$ cat src/rtl/mem_stage_pkg.sv
// Shared constants for the memory-access stage: FSM encodings and the default
// memDone timeout.
package mem_stage_pkg;

  typedef enum logic [1:0] {
    StIdle   = 2'b00,
    StWait   = 2'b01,
    StHalted = 2'b10
  } memState_t;

  localparam int unsigned TimeoutDefault = 64;

endpackage

$ cat src/rtl/mem_wait_ctrl.sv
// Access sequencing for the memory stage: FSM plus saturating timeout counter.
// Emits the request/stall levels and the strobes that steer the MEM/WB registers.
module mem_wait_ctrl
  import mem_stage_pkg::*;
#(
  parameter int unsigned TIMEOUT = TimeoutDefault
) (
  input  logic clk,
  input  logic rst,
  input  logic access,
  input  logic unaligned,
  input  logic memDone,
  input  logic resultHalt,
  output logic memEnable,
  output logic memStall,
  output logic capture,
  output logic latch,
  output logic bubble,
  output logic errStrobe,
  output logic waiting
);

  localparam int unsigned CntW = $clog2(TIMEOUT + 1);
  localparam logic [CntW-1:0] CntMax = CntW'(TIMEOUT);

  memState_t stateQ, stateD;
  logic [CntW-1:0] cntQ, cntD;
  logic enable;

  always_comb begin
    stateD    = stateQ;
    cntD      = cntQ;
    enable    = 1'b0;
    capture   = 1'b0;
    latch     = 1'b0;
    bubble    = 1'b0;
    errStrobe = 1'b0;
    case (stateQ)
      StIdle: begin
        if (!access) begin
          capture = 1'b1;
          if (resultHalt) stateD = StHalted;
        end else if (unaligned) begin
          errStrobe = 1'b1;
          stateD    = StHalted;
        end else begin
          enable = 1'b1;
          if (memDone) begin
            capture = 1'b1;
            if (resultHalt) stateD = StHalted;
          end else begin
            latch  = 1'b1;
            bubble = 1'b1;
            cntD   = CntW'(1);
            stateD = StWait;
          end
        end
      end
      StWait: begin
        // The request is withdrawn once the budget is spent; a late memDone is ignored.
        enable = (cntQ != CntMax);
        if (enable && memDone) begin
          capture = 1'b1;
          cntD    = '0;
          stateD  = resultHalt ? StHalted : StIdle;
        end else if (!enable) begin
          errStrobe = 1'b1;
          stateD    = StHalted;
        end else begin
          bubble = 1'b1;
          cntD   = cntQ + CntW'(1);
        end
      end
      StHalted: ;
      default: stateD = StIdle;
    endcase
  end

  always_ff @(posedge clk) begin
    if (rst) begin
      stateQ <= StIdle;
      cntQ   <= '0;
    end else begin
      stateQ <= stateD;
      cntQ   <= cntD;
    end
  end

  assign memEnable = enable & ~rst;
  assign memStall  = enable & ~memDone & ~rst;
  assign waiting   = (stateQ == StWait);

endmodule

$ cat src/rtl/mem_stage.sv
// Memory-access pipeline stage: issues data-memory requests, stalls upstream while
// an access is outstanding, and registers results into the MEM/WB fields.
module mem_stage
  import mem_stage_pkg::*;
#(
  parameter int unsigned TIMEOUT = TimeoutDefault
) (
  input  logic        clk,
  input  logic        rst,
  input  logic [15:0] inXOut,
  input  logic [15:0] inRead2Data,
  input  logic [15:0] inPlusTwoPC,
  input  logic [2:0]  inWriteRegister,
  input  logic        inMemoryWrite,
  input  logic        inMemoryRead,
  input  logic        inMemoryToRegister,
  input  logic        inRegisterWrite,
  input  logic        inHalt,
  input  logic        inCreateDump,
  input  logic        inLink,
  output logic        memEnable,
  output logic        memWr,
  output logic [15:0] memAddr,
  output logic [15:0] memDataIn,
  input  logic [15:0] memDataOut,
  input  logic        memDone,
  output logic        memStall,
  output logic [15:0] outXout,
  output logic [15:0] outReadData,
  output logic [15:0] outPlusTwoPC,
  output logic [2:0]  outWriteRegister,
  output logic        outMemoryToRegister,
  output logic        outRegisterWrite,
  output logic        outLink,
  output logic        outHalt,
  output logic        outCreateDump,
  output logic        outErr
);

  logic access, capture, latch, bubble, errStrobe, waiting;

  logic [15:0] holdAddr, holdData, holdPc;
  logic [2:0]  holdWreg;
  logic        holdWr, holdRd, holdM2r, holdRw, holdHalt, holdDump, holdLink;

  logic [15:0] srcAddr, srcData, srcPc;
  logic [2:0]  srcWreg;
  logic        srcWr, srcRd, srcM2r, srcRw, srcHalt, srcDump, srcLink;

  assign access = inMemoryRead | inMemoryWrite;

  // Once waiting, everything comes from the hold registers, not the frozen EX/MEM.
  assign srcAddr = waiting ? holdAddr : inXOut;
  assign srcData = waiting ? holdData : inRead2Data;
  assign srcPc   = waiting ? holdPc   : inPlusTwoPC;
  assign srcWreg = waiting ? holdWreg : inWriteRegister;
  assign srcWr   = waiting ? holdWr   : inMemoryWrite;
  assign srcRd   = waiting ? holdRd   : (inMemoryRead & ~inMemoryWrite);
  assign srcM2r  = waiting ? holdM2r  : inMemoryToRegister;
  assign srcRw   = waiting ? holdRw   : inRegisterWrite;
  assign srcHalt = waiting ? holdHalt : inHalt;
  assign srcDump = waiting ? holdDump : inCreateDump;
  assign srcLink = waiting ? holdLink : inLink;

  assign memAddr   = srcAddr;
  assign memDataIn = srcData;
  assign memWr     = srcWr;

  mem_wait_ctrl #(
    .TIMEOUT(TIMEOUT)
  ) uCtrl (
    .clk       (clk),
    .rst       (rst),
    .access    (access),
    .unaligned (inXOut[0]),
    .memDone   (memDone),
    .resultHalt(srcHalt),
    .memEnable (memEnable),
    .memStall  (memStall),
    .capture   (capture),
    .latch     (latch),
    .bubble    (bubble),
    .errStrobe (errStrobe),
    .waiting   (waiting)
  );

  always_ff @(posedge clk) begin
    if (rst) begin
      holdAddr <= '0;
      holdData <= '0;
      holdPc   <= '0;
      holdWreg <= '0;
      holdWr   <= 1'b0;
      holdRd   <= 1'b0;
      holdM2r  <= 1'b0;
      holdRw   <= 1'b0;
      holdHalt <= 1'b0;
      holdDump <= 1'b0;
      holdLink <= 1'b0;
    end else if (latch) begin
      holdAddr <= inXOut;
      holdData <= inRead2Data;
      holdPc   <= inPlusTwoPC;
      holdWreg <= inWriteRegister;
      holdWr   <= inMemoryWrite;
      holdRd   <= inMemoryRead & ~inMemoryWrite;
      holdM2r  <= inMemoryToRegister;
      holdRw   <= inRegisterWrite;
      holdHalt <= inHalt;
      holdDump <= inCreateDump;
      holdLink <= inLink;
    end
  end

  always_ff @(posedge clk) begin
    if (rst) begin
      outXout             <= '0;
      outReadData         <= '0;
      outPlusTwoPC        <= '0;
      outWriteRegister    <= '0;
      outMemoryToRegister <= 1'b0;
      outRegisterWrite    <= 1'b0;
      outLink             <= 1'b0;
      outHalt             <= 1'b0;
      outCreateDump       <= 1'b0;
      outErr              <= 1'b0;
    end else if (capture) begin
      outXout             <= srcAddr;
      outReadData         <= srcRd ? memDataOut : 16'h0000;
      outPlusTwoPC        <= srcPc;
      outWriteRegister    <= srcWreg;
      outMemoryToRegister <= srcM2r;
      outRegisterWrite    <= srcRw;
      outLink             <= srcLink;
      outHalt             <= srcHalt;
      outCreateDump       <= srcDump;
    end else if (errStrobe) begin
      outErr           <= 1'b1;
      outHalt          <= 1'b1;
      outRegisterWrite <= 1'b0;
    end else if (bubble) begin
      outRegisterWrite <= 1'b0;
      outHalt          <= 1'b0;
      outCreateDump    <= 1'b0;
    end
  end

endmodule

$ cat config.mk
export PLATFORM = sky130hd
export DESIGN_NAME = mem_stage
export DESIGN_NICKNAME = d
export VERILOG_FILES = /design/src/rtl/mem_stage_pkg.sv /design/src/rtl/mem_wait_ctrl.sv /design/src/rtl/mem_stage.sv
export SDC_FILE = /design/constraint.sdc
export NUM_CORES = 1
export LEC_CHECK = 0
export CORE_MARGIN = 2
export CORE_UTILIZATION = 50
export CTS_CLUSTER_DIAMETER = 100
export DETAILED_ROUTE_END_ITERATION = 16
export GPL_TIMING_DRIVEN = 1
export PLACE_DENSITY = 0.84
export SLEW_MARGIN = 0
export SYNTH_ARGS = -nofsm -noshare
export SYNTH_HDL_FRONTEND = slang
export SYNTH_SLANG_ARGS = --single-unit
$ cat constraint.sdc
create_clock -name clk -period 5 [get_ports clk]
set_clock_uncertainty 0.15 [all_clocks]
set_input_delay 0.5 -clock clk [delete_from_list [all_inputs] [get_ports clk]]
set_output_delay 0.5 -clock clk [all_outputs]
set_load 0.05 [all_outputs]
## After elaboration in Yosys (flattened, before gate mapping)

Cells that the tools add are included.

- Logic and storage cells: 105
- Output and inout bits: 92
- Flip-flop bits (word level): 124
- Bits of input ports: 77

- Reductions and logical operators: 9
- $add $sub $neg: 1
- Bitwise gates (word level): 10
- Muxes and demuxes: 53
- Equality and inequality tests: 9

Operators with widths:

| operator | count |
|---|---|
| 16-bit two-way mux | 4 |
| 7-bit two-way mux | 5 |
| 1-bit two-way mux | 30 |
| 2-bit two-way mux | 7 |
| 7-bit case mux with 2 select lines | 1 |
| 1-bit case mux with 2 select lines | 4 |
| 7-bit by 1-bit adder with 7-bit output, second input constant | 1 |
| 7-bit inequality test, second input constant | 1 |
| 2-bit inequality test, second input constant | 3 |
| 2-bit case mux with 3 select lines | 1 |
| 2-bit AND reduction | 3 |
| 1-bit inverter | 5 |
| 5-bit AND reduction | 1 |
| 1-bit bitwise AND | 4 |
| 2-bit nonzero test | 2 |
| 3-bit two-way mux | 1 |
| 3-bit by 1-bit inequality test with 1-bit output, second input constant | 1 |
| 3-bit inequality test, second input constant | 1 |
| 3-bit nonzero test | 1 |
| 2-bit by 1-bit == test with 1-bit output, second input constant | 1 |
| 2-bit == test, second input constant | 1 |
| 2-bit logical NOT | 1 |
| 2-bit by 1-bit inequality test with 1-bit output, second input constant | 1 |
| 1-bit logical AND | 1 |
| 1-bit bitwise OR | 1 |

## Logic depth before layout (Yosys ltp)

Gate-level depths: netlist (run 1).

- Word-level depth: 7
- Depth in mapped cells: 8
- Depth with buffers taken out: 6

## By module

From an unflattened synthesis (run 1), not the netlist that was laid out.

- Cells, all modules: 523
- Area total of the unflattened synthesis: 5497.8 µm²

Modules (own cells, without submodules):

| module | area an instance (µm²) | sequential area each (µm²) | instances | cells an instance |
|---|---|---|---|---|
| mem_stage | 4879.7 | 2302.2 | 1 | 452 |
| mem_wait_ctrl | 618.1 | 180.2 | 1 | 71 |

## Worst setup path before layout (run 1)

No wires, ideal clock.

- Path kind: flip-flop to output port
- Start point: register uCtrl.cntQ[0]
- End point: output port memStall
- Cell stages (with the launch flop): 7
- Required time: 4350 ps
- Slack: 2290 ps
- Data arrival time: 2060 ps
- Path buffers: 0
- Cells stage by stage: dfxtp_1 > inv_1 > ha_1 > nor2b_1 > a21oi_1 > nor2_1 > nor3_1

- Word-level cells in the longest chain between the ends: 4

RTL lines:

| item | RTL line | text |
|---|---|---|
| from (decl) | mem_wait_ctrl.sv:27 | `logic [CntW-1:0] cntQ, cntD;` |
| from (signal assigned) | mem_wait_ctrl.sv:85 | `cntQ <= cntD;` |
| 7-bit inequality test | mem_wait_ctrl.sv:61 | `enable = (cntQ != CntMax);` |
| 1-bit case mux with 2 select lines | mem_wait_ctrl.sv:38 | `case (stateQ)` |
| 1-bit bitwise AND (2 in series) | mem_wait_ctrl.sv:90 | `assign memStall = enable & ~memDone & ~rst;` |
| to (decl) | mem_stage.sv:27 | `output logic memStall,` |

Every way passes these cells.

## Final worst setup path (run 1)

- Start point: register uCtrl.stateQ[1]
- End point: output port memStall

- Word-level cells in the longest chain between the ends: 4

RTL lines:

| item | RTL line | text |
|---|---|---|
| from (decl) | mem_wait_ctrl.sv:26 | `memState_t stateQ, stateD;` |
| from (signal assigned) | mem_wait_ctrl.sv:81 | `stateQ <= StIdle;` |
| from (signal assigned) | mem_wait_ctrl.sv:84 | `stateQ <= stateD;` |
| 2-bit by 1-bit == test with 1-bit output or 2-bit logical NOT (tied branches) | mem_wait_ctrl.sv:38 |  |
| 1-bit case mux with 2 select lines (*) | mem_wait_ctrl.sv:38 |  |
| 1-bit bitwise AND (*) (2 in series) | mem_wait_ctrl.sv:90 |  |

Mark *: on every way between the ends. The rest lies on a longest branch, timed or not.

==> results of run 1 <==
[critical path: cells and delay by family, from the launching register on]
family,cells,cell delay [ns]
AO/OA/AOI/OAI,1,0.43
flip-flops,1,0.39
AND/OR/NAND/NOR,3,1.05
buffers and inverters,1,0.83
[path summary, 6_finish.rpt]
kind | endpoint
worst min register to register | holdAddr[8]
worst min-delay path | uCtrl.stateQ[1]
worst max register to register | outReadData[5]
worst max-delay path | memStall
[cell usage after synthesis]
cell	count	area, sq um
nand2_1	219	822
dfxtp_1	124	2480
a21oi_1	83	415
nor3_1	57	285
clkbuf_1	45	169
a311oi_1	24	210
and4_1	17	149
a31o_2	16	140
mux2_2	16	180
nand3_1	8	40.0
nor2_1	8	30.0
inv_1	5	18.8
buf_1	4	15.0
buf_2	4	20.0
and3_1	3	18.8
nand2b_1	3	18.8
nor2b_1	3	18.8
a31oi_1	2	12.5
buf_4	2	15.0
buf_6	2	22.5
ha_1	2	25.0
nand3b_1	2	15.0
o211ai_1	2	15.0
o21ai_0	2	10.0
a211o_1	1	8.76
a211oi_4	1	20.0
a222oi_1	1	10.0
a32o_1	1	10.0
a41oi_1	1	8.76
nand2_2	1	6.26
nand4_1	1	6.26
nand4b_1	1	8.76
nor4b_2	1	15.0
o211a_1	1	10.0
o211ai_4	1	21.3
o21a_1	1	7.51
o21ai_1	1	5.00
o2bb2ai_1	1	8.76
or2_2	1	6.26
or3_1	1	6.26
or4b_4	1	13.8
[power by group]
part	leakage [nW]	internal [W]	total, W	switching, W
logic	1.51	0.000237	0.000664	0.000426
clock network	0.298	0.000824	0.00129	0.000461
registers	1.01	0.00105	0.00109	0.0000378
[cell type report]
cell class	count	area (sq um)
fill	753	2690
multi-input combinational	484	2590
sequential	124	2480
timing repair buffer	175	1740
clock buffer	18	428
clock inverter	14	193
tap	136	170
inverter	5	18.8
[sequential cells by signal (all words and copies together) (netlist names), 2 cells and up]
name / count
outWriteRegister: 3
outXout: 16
holdPc: 16
uCtrl.cntQ: 7
outReadData: 16
uCtrl.stateQ: 2
holdWreg: 3
outPlusTwoPC: 16
holdData: 16
holdAddr: 16
[cells by family after synthesis]
kind of cell               count (synthesis)  synth area share, %
AOI/OAI and AO/OA                        139                 17.2
adders and majority gates                  2                0.470
buffers and inverters                     62                 4.89
DFF                                      124                 46.6
muxes                                     16                 3.39
and+or+nand+nor                          327                 27.4
[cell usage in the layout (no fill, tap or decap), drive strengths merged, types with 16 or more instances in the layout]
| master | count |
|---|---|
| nand2 | 220 |
| clkdlybuf4s50 | 167 |
| dfxtp | 124 |
| a21oi | 83 |
| nor3 | 57 |
| a311oi | 24 |
| clkbuf | 18 |
| and4 | 17 |
| mux2 | 16 |
| a31o | 16 |
[metal layers]
layer	global-route usage, %	routed length (um)	vias to the layer above
li1	-	-	2609
met1	36.1	6850	2611
met4	9.74	148	0
met5	0	0	-
met3	7.29	1480	19
met2	46.3	7970	278
[through the flow]
stage	total power [W]	area [sq um]	utilization (%)	worst slack [ns]
2_1_floorplan	0.00152	5320	-	2.29
3_3_place_gp	0.00175	7010	67.9	1.78
3_5_place_dp	0.00177	7010	67.9	1.64
4_1_cts	0.00304	7630	73.9	1.17
5_1_grt	0.00314	7630	73.9	1.03
6_report	0.00304	7630	73.9	1.12
==> flow_results.org, run 1 <==
** Status
- Status :: complete, no violations

** Die
- 169 I/O pins were placed.
- Starting Density :: 51.5%
- Die Area :: 11500 sq um
- Measured along the y axis, the die boundary spans 107 um.
- The floorplan has 37 rows.
- Horizontal die dimension :: 107 um
- Core area :: 10300 sq um

** Clock network
- Maximum clock insertion buffer count :: 2
- Clock-pin transition on the worst setup and hold timing paths :: 0.06 ns
- In this run the post-CTS setup repair buffer count came out at 0.
- The later pin in the worst-skew pair is clocked with a latency of 0.51 ns.
- TritonCTS built the clock tree.
- In this run the number of H-tree levels came out at 4.
- TritonCTS created 17 clock buffers.
- CTS sink cnt :: 124
- The tree is rooted in a clkbuf_8.
- Once the clock tree was built, the resizer swapped 0 gates to a different size.
- Post-CTS Hold Buffers :: 0

** Synth
- Proportion of synthesized chip area in sequential cells :: 46.6%
- Each instance of the synthesized netlist takes up on average 7.94 sq um.
- Syn nets :: 749
- Flops & latches, synth :: 124
- Mapped Area :: 5320 sq um
- Counting every instance in the synthesized netlist gives 670.
- Synthesis instantiated 41 different standard cells from the library.
- The Yosys step of the flow raised 0 warnings.

** Cells and area
- Area grow syn2layout :: 43.4%
- Number of cells in the finished layout apart from fillers :: 956
- Layout Nets :: 886
- 0 antenna diodes ended up in the layout.
- Cells with a size suffix above 1 make up 10.0% of the layout.

** Global route
- Total overflow reported by the global router :: 0
- For this run, the total global-route usage over all layers was measured as 28.3%.
- Largest net degree at the start of global routing :: 83
- Number of antenna violations at the first check in global routing :: 0
- The number of global-route vias before repair came to 5311.
- Global-route wire length before repair :: 25.7 mm

** STA
- Worst slew margin :: 10.8%
- Based on the critical path, the design can be clocked at up to 258 MHz.
- Final clock period utilization by the worst path :: 77.6%
- Worst hold slack :: 0.232 ns
- Setup repair after global routing left no endpoint under its margin.
- In the final timing run, aggregate negative setup slack is 0 ns.
- Crit path time final :: 3.88 ns
- Final-report setup violation count :: 0
- The final count of hold timing violations came to 0.
- Number of pins with negative max-slew slack in the final report :: 0
- Measured slew at the worst slew-check pin :: 1.34 ns

** Power
- For this design the static power due to leakage is 2.82 nW.
- Worst-case vdd ir drop :: 0.000200 V
- For this design the ratio of total power to cell area is 399 nW/um^2.

** Setup path
- Worst reg2reg startpoint :: uCtrl.cntQ[2]
- Max Fanout on Critical Path :: 47
- Critical path, cell by cell :: nand2b_2, a21oi_1, nor2_1, nor3_1, clkdlybuf4s50_1
- Setup slack of the most critical reg-to-reg path :: 1.83 ns
- The worst setup path is captured at an output pin.
- Largest stage delay on the critical path :: 0.83 ns
- In this run the worst setup path begins at uCtrl.stateQ[1].
- Worst path slowest cell :: clkdlybuf4s50_1
- Data on the critical path is required at its endpoint by 4.35 ns.
- At the worst endpoint, the arrival time is 3.23 ns.
- The worst register-to-register path has a depth of 4.
- Critical path type :: reg2out
- The worst setup path is launched from a register.

** Routing
- Dividing the detail-routed via count by the number of cells gives 5.77.
- DRC violations left :: 0
- For this run, the detailed router's first-pass iteration total came to 5.
- Antenna viol nets, final :: 0
- In this run, the number of DRC markers left after iteration 0 of detailed routing was 461.
- Total via count in the routed design :: 5517
- Routed length per instance :: 17.2 um
- After detailed routing, the total wire length is 16.4 mm.

** Placed design
- GPL Wtd Cong :: 0.837
- Number of port buffers :: 168
- After legalization and detailed placement, the total HPWL measured 10.6 mm.
- Counting tap cells, the placed design contains a total of 924 instances.

** Hold path
- Counting instances, the worst hold path has a depth of 2.
- In this run the most critical hold path is launched from rst.
- The worst hold path belongs to the class in2reg.

** Job
- Across the run, the number of max-cap violations was 0.
Note: power is estimated with default switching activity, not from simulation.
==> inputs of run 2 (changes only) <==
CORE_UTILIZATION = 46   (was 50)
PLACE_DENSITY = 0.78   (was 0.84)
clock period = 3.67 ns   (was 5 ns; I/O delays follow)
==> flow_results.org, run 2 (synthesis gave the netlist of run 1 again) <==
** Global route
- Total overflow reported by the global router :: 0 (unchanged)
- Number of antenna violations at the first check in global routing :: 0 (unchanged)
- The first-pass GRT wire length was 25.6 mm (-0.30%).
- The largest net degree at the start of global routing is 57 (-31%).
- The total global-route track usage is 25.1% (-3.2 points).
- Number of global-route vias before repair :: 5229 (-1.5%)

** Setup path
- The flop-to-flop setup slack is 0.61 ns (-1.22 ns).
- CP Data Required Time :: 3.15 ns (-1.20 ns)
- The critical path ends at memAddr[1].
- The worst setup path is of the reg2out kind.
- STA classifies the critical path startpoint as a register.
- The largest individual stage delay along the critical path comes from the cell clkdlybuf4s50_1.
- Endpoint of the lowest-slack register-to-register path :: outReadData[15]
- In this run the worst setup path begins at uCtrl.stateQ[0].
- The biggest fanout along the worst timing path came to 20 (-57%).
- Walking the worst path, the cells encountered are nor2b_4, buf_4, mux2_2, clkdlybuf4s50_1.
- The startpoint identified for the worst register-to-register timing path is uCtrl.cntQ[2].
- The depth of the worst register-to-register path came to 4 (unchanged).
- The worst stage delay on the critical path was 0.71 ns (-0.12 ns).
- The arrival time reported for the critical path endpoint is 2.87 ns (-0.36 ns).
- In this design, the largest share of critical-path delay is due to buffers and inverters.
- Setup crit end kind :: output pin
- Total number of cells along the worst setup path :: 4 (-1)
- Crit path buf inv count :: 2 (+1)

** Clock network
- The number of instances resized during post-cts repair was 0 (unchanged).
- Post-CTS Setup Inserts :: 0 (unchanged)
- TritonCTS built the clock tree.
- H-tree levels :: 4 (unchanged)
- CTS sink cnt :: 124 (unchanged)
- Post-CTS Hold Buffers :: 0 (unchanged)
- The tree is rooted in a clkbuf_16.
- The number of buffers between clock root and the deepest sink was 2 (unchanged).
- Clock-pin transition on the worst setup and hold timing paths :: 0.05 ns (about the same)
- Number of buffers inserted during clock tree synthesis :: 17 (unchanged)
- Clock latency reported for the late side of the worst-skew pair :: 0.40 ns (-0.11 ns)

** STA
- Number of pins with negative max-slew slack in the final report :: 0 (unchanged)
- Worst slew margin :: 17.2% (+6.4 points)
- Hold Fails Final Rpt :: 0 (unchanged)
- Final clock period utilization by the worst path :: 92.3%
- Highest achievable clock rate :: 295 MHz
- Crit path time final :: 3.39 ns
- The slew of the pin with the lowest slew margin is 1.24 ns (-0.0963 ns).
- Setup repair after global routing missed its margin :: no
- The total setup violations reported at the end of the flow came to 0 (unchanged).
- The worst-case setup margin in the final layout was 0.284 ns (-0.838 ns).
- Setup TNS Final :: 0 ns (unchanged)
- The minimum hold slack is 0.302 ns (+0.0703 ns).

** Placed design
- Post-detail-place hpwl :: 10.5 mm (-0.12%)
- Pre-CTS setup slack :: 0.628 ns (-1.01 ns)
- GPL Wtd Cong :: 0.827 (-1.2%)
- Placed Instance Area :: 7080 sq um (+1.0%)
- Number of port buffers :: 168 (unchanged)

** Job
- The reported max-cap violation count is 0 (unchanged).

** Die
- The chip width was 112 um (+4.1%).
- Standard-cell rows :: 39 (+5.4%)
- Starting Density :: 46.8% (-4.7 points)
- The die footprint was 12400 sq um (+8.4%).
- The I/O pin total came to 169 (unchanged).
- Die Ht :: 112 um (+4.1%)
- The core box area came to 11400 sq um (+10%).

** Cells and area
- Layout Nets :: 896 (+1.1%)
- The count of filler cells inserted in the layout came to 928 (+23%).
- The sequential standard cell area is 2480 sq um (unchanged).
- Leaving out fill and tap cells, the most frequent cell in the layout is nand2_1.
- Area grow syn2layout :: 44.8%
- Area used by multi-input combinational logic :: 2590 sq um (unchanged)
- The area of all placed cells without fillers is 7710 sq um (+1.0%).
- The number of antenna cells inserted was 0 (unchanged).
- The fraction of final layout cells with drive strength greater than 1 is 10.6% (+0.62 points).
- Leading cell types in the layout, fill and taps excluded :: nand2_1, clkdlybuf4s50_1, dfxtp_1, a21oi_1, nor3_1

** Routing
- The detailed router's first-iteration violation count is 420 (-8.9%).
- The detail-routed via count per cell was 5.62 (-2.7%).
- Antenna viol nets, final :: 0 (unchanged)
- Top routing layer in use :: met4
- The post-route DRC violation count was 0 (unchanged).
- The final wirelength was 15.7 mm (-4.5%).
- Metal3 WL :: 1.30 mm (-12%)
- Routed length per instance :: 16.2 um (-6.1%)
- Detailed-routing iteration count for the pre-antenna-repair pass :: 6 (+1)
- The sum of met2 wire segment lengths after detailed routing is 7.43 mm (-6.7%).
- The wire length on met1 is 6.77 mm (-1.1%).
- The total via count after detailed routing came to 5459 (-1.1%).

** Hold path
- In this run the worst hold path is classified as reg2reg.
- Number of cells on the worst hold path :: 2 (unchanged)

** Power
- Cell area power density :: 538 nW/um^2 (+35%)
- The leakage dissipation was 2.87 nW (+2.0%).
- Worst-case vdd ir drop :: 0.000313 V (+57%)

** Status
- The run finished with clean final reports.
==> run 2: how the worst min path moves through the flow <==
stage	start	endpoint	slack (ns)
6_report	holdAddr[5]	holdAddr[5]	0.30
5_1_grt	holdHalt	holdHalt	0.32
4_1_cts	holdAddr[11]	holdAddr[11]	0.30
3_5_place_dp	holdAddr[15]	holdAddr[15]	0.30
3_3_place_gp	holdAddr[12]	holdAddr[12]	0.29
2_1_floorplan	holdAddr[10]	holdAddr[10]	0.28
==> run 2: layout make-up <==
type                            count  area share [%]
Clock buffer                       24            6.38
Multi-Input combinational cell    484            33.7
Sequential cell                   124            32.2
Timing Repair Buffer              185            23.4
Tap cell                          143            2.32
Clock inverter                      7            1.75
Inverter                            5           0.244
==> run 2: per-stage QoR <==
step | total power, W | util [%] | std cells
2_1_floorplan | 0.00208 | - | 670
3_3_place_gp | 0.00239 | 62.3 | 941
3_5_place_dp | 0.00241 | 62.3 | 941
4_1_cts | 0.00417 | 67.8 | 972
5_1_grt | 0.00430 | 67.8 | 972
6_report | 0.00414 | 67.8 | 972
==> run 2: worst min-delay path, cell delays in order (launching register included) <==
cell and delay (ns):
dfxtp_1 0.30, nand2_1 0.05, a21oi_1 0.05
==> run 2: per-layer routing <==
layer  up-vias  global-route usage (%)
li1       2631                       -
met1      2580                    31.5
met2       229                    41.6
met3        19                    7.73
met4         0                    7.98
met5         -                       0
==> run 2: power breakdown <==
group	internal (W)	switching (W)
clock network	0.00120	0.000551
logic	0.000328	0.000575
registers	0.00144	0.0000498
total	0.00297	0.00118
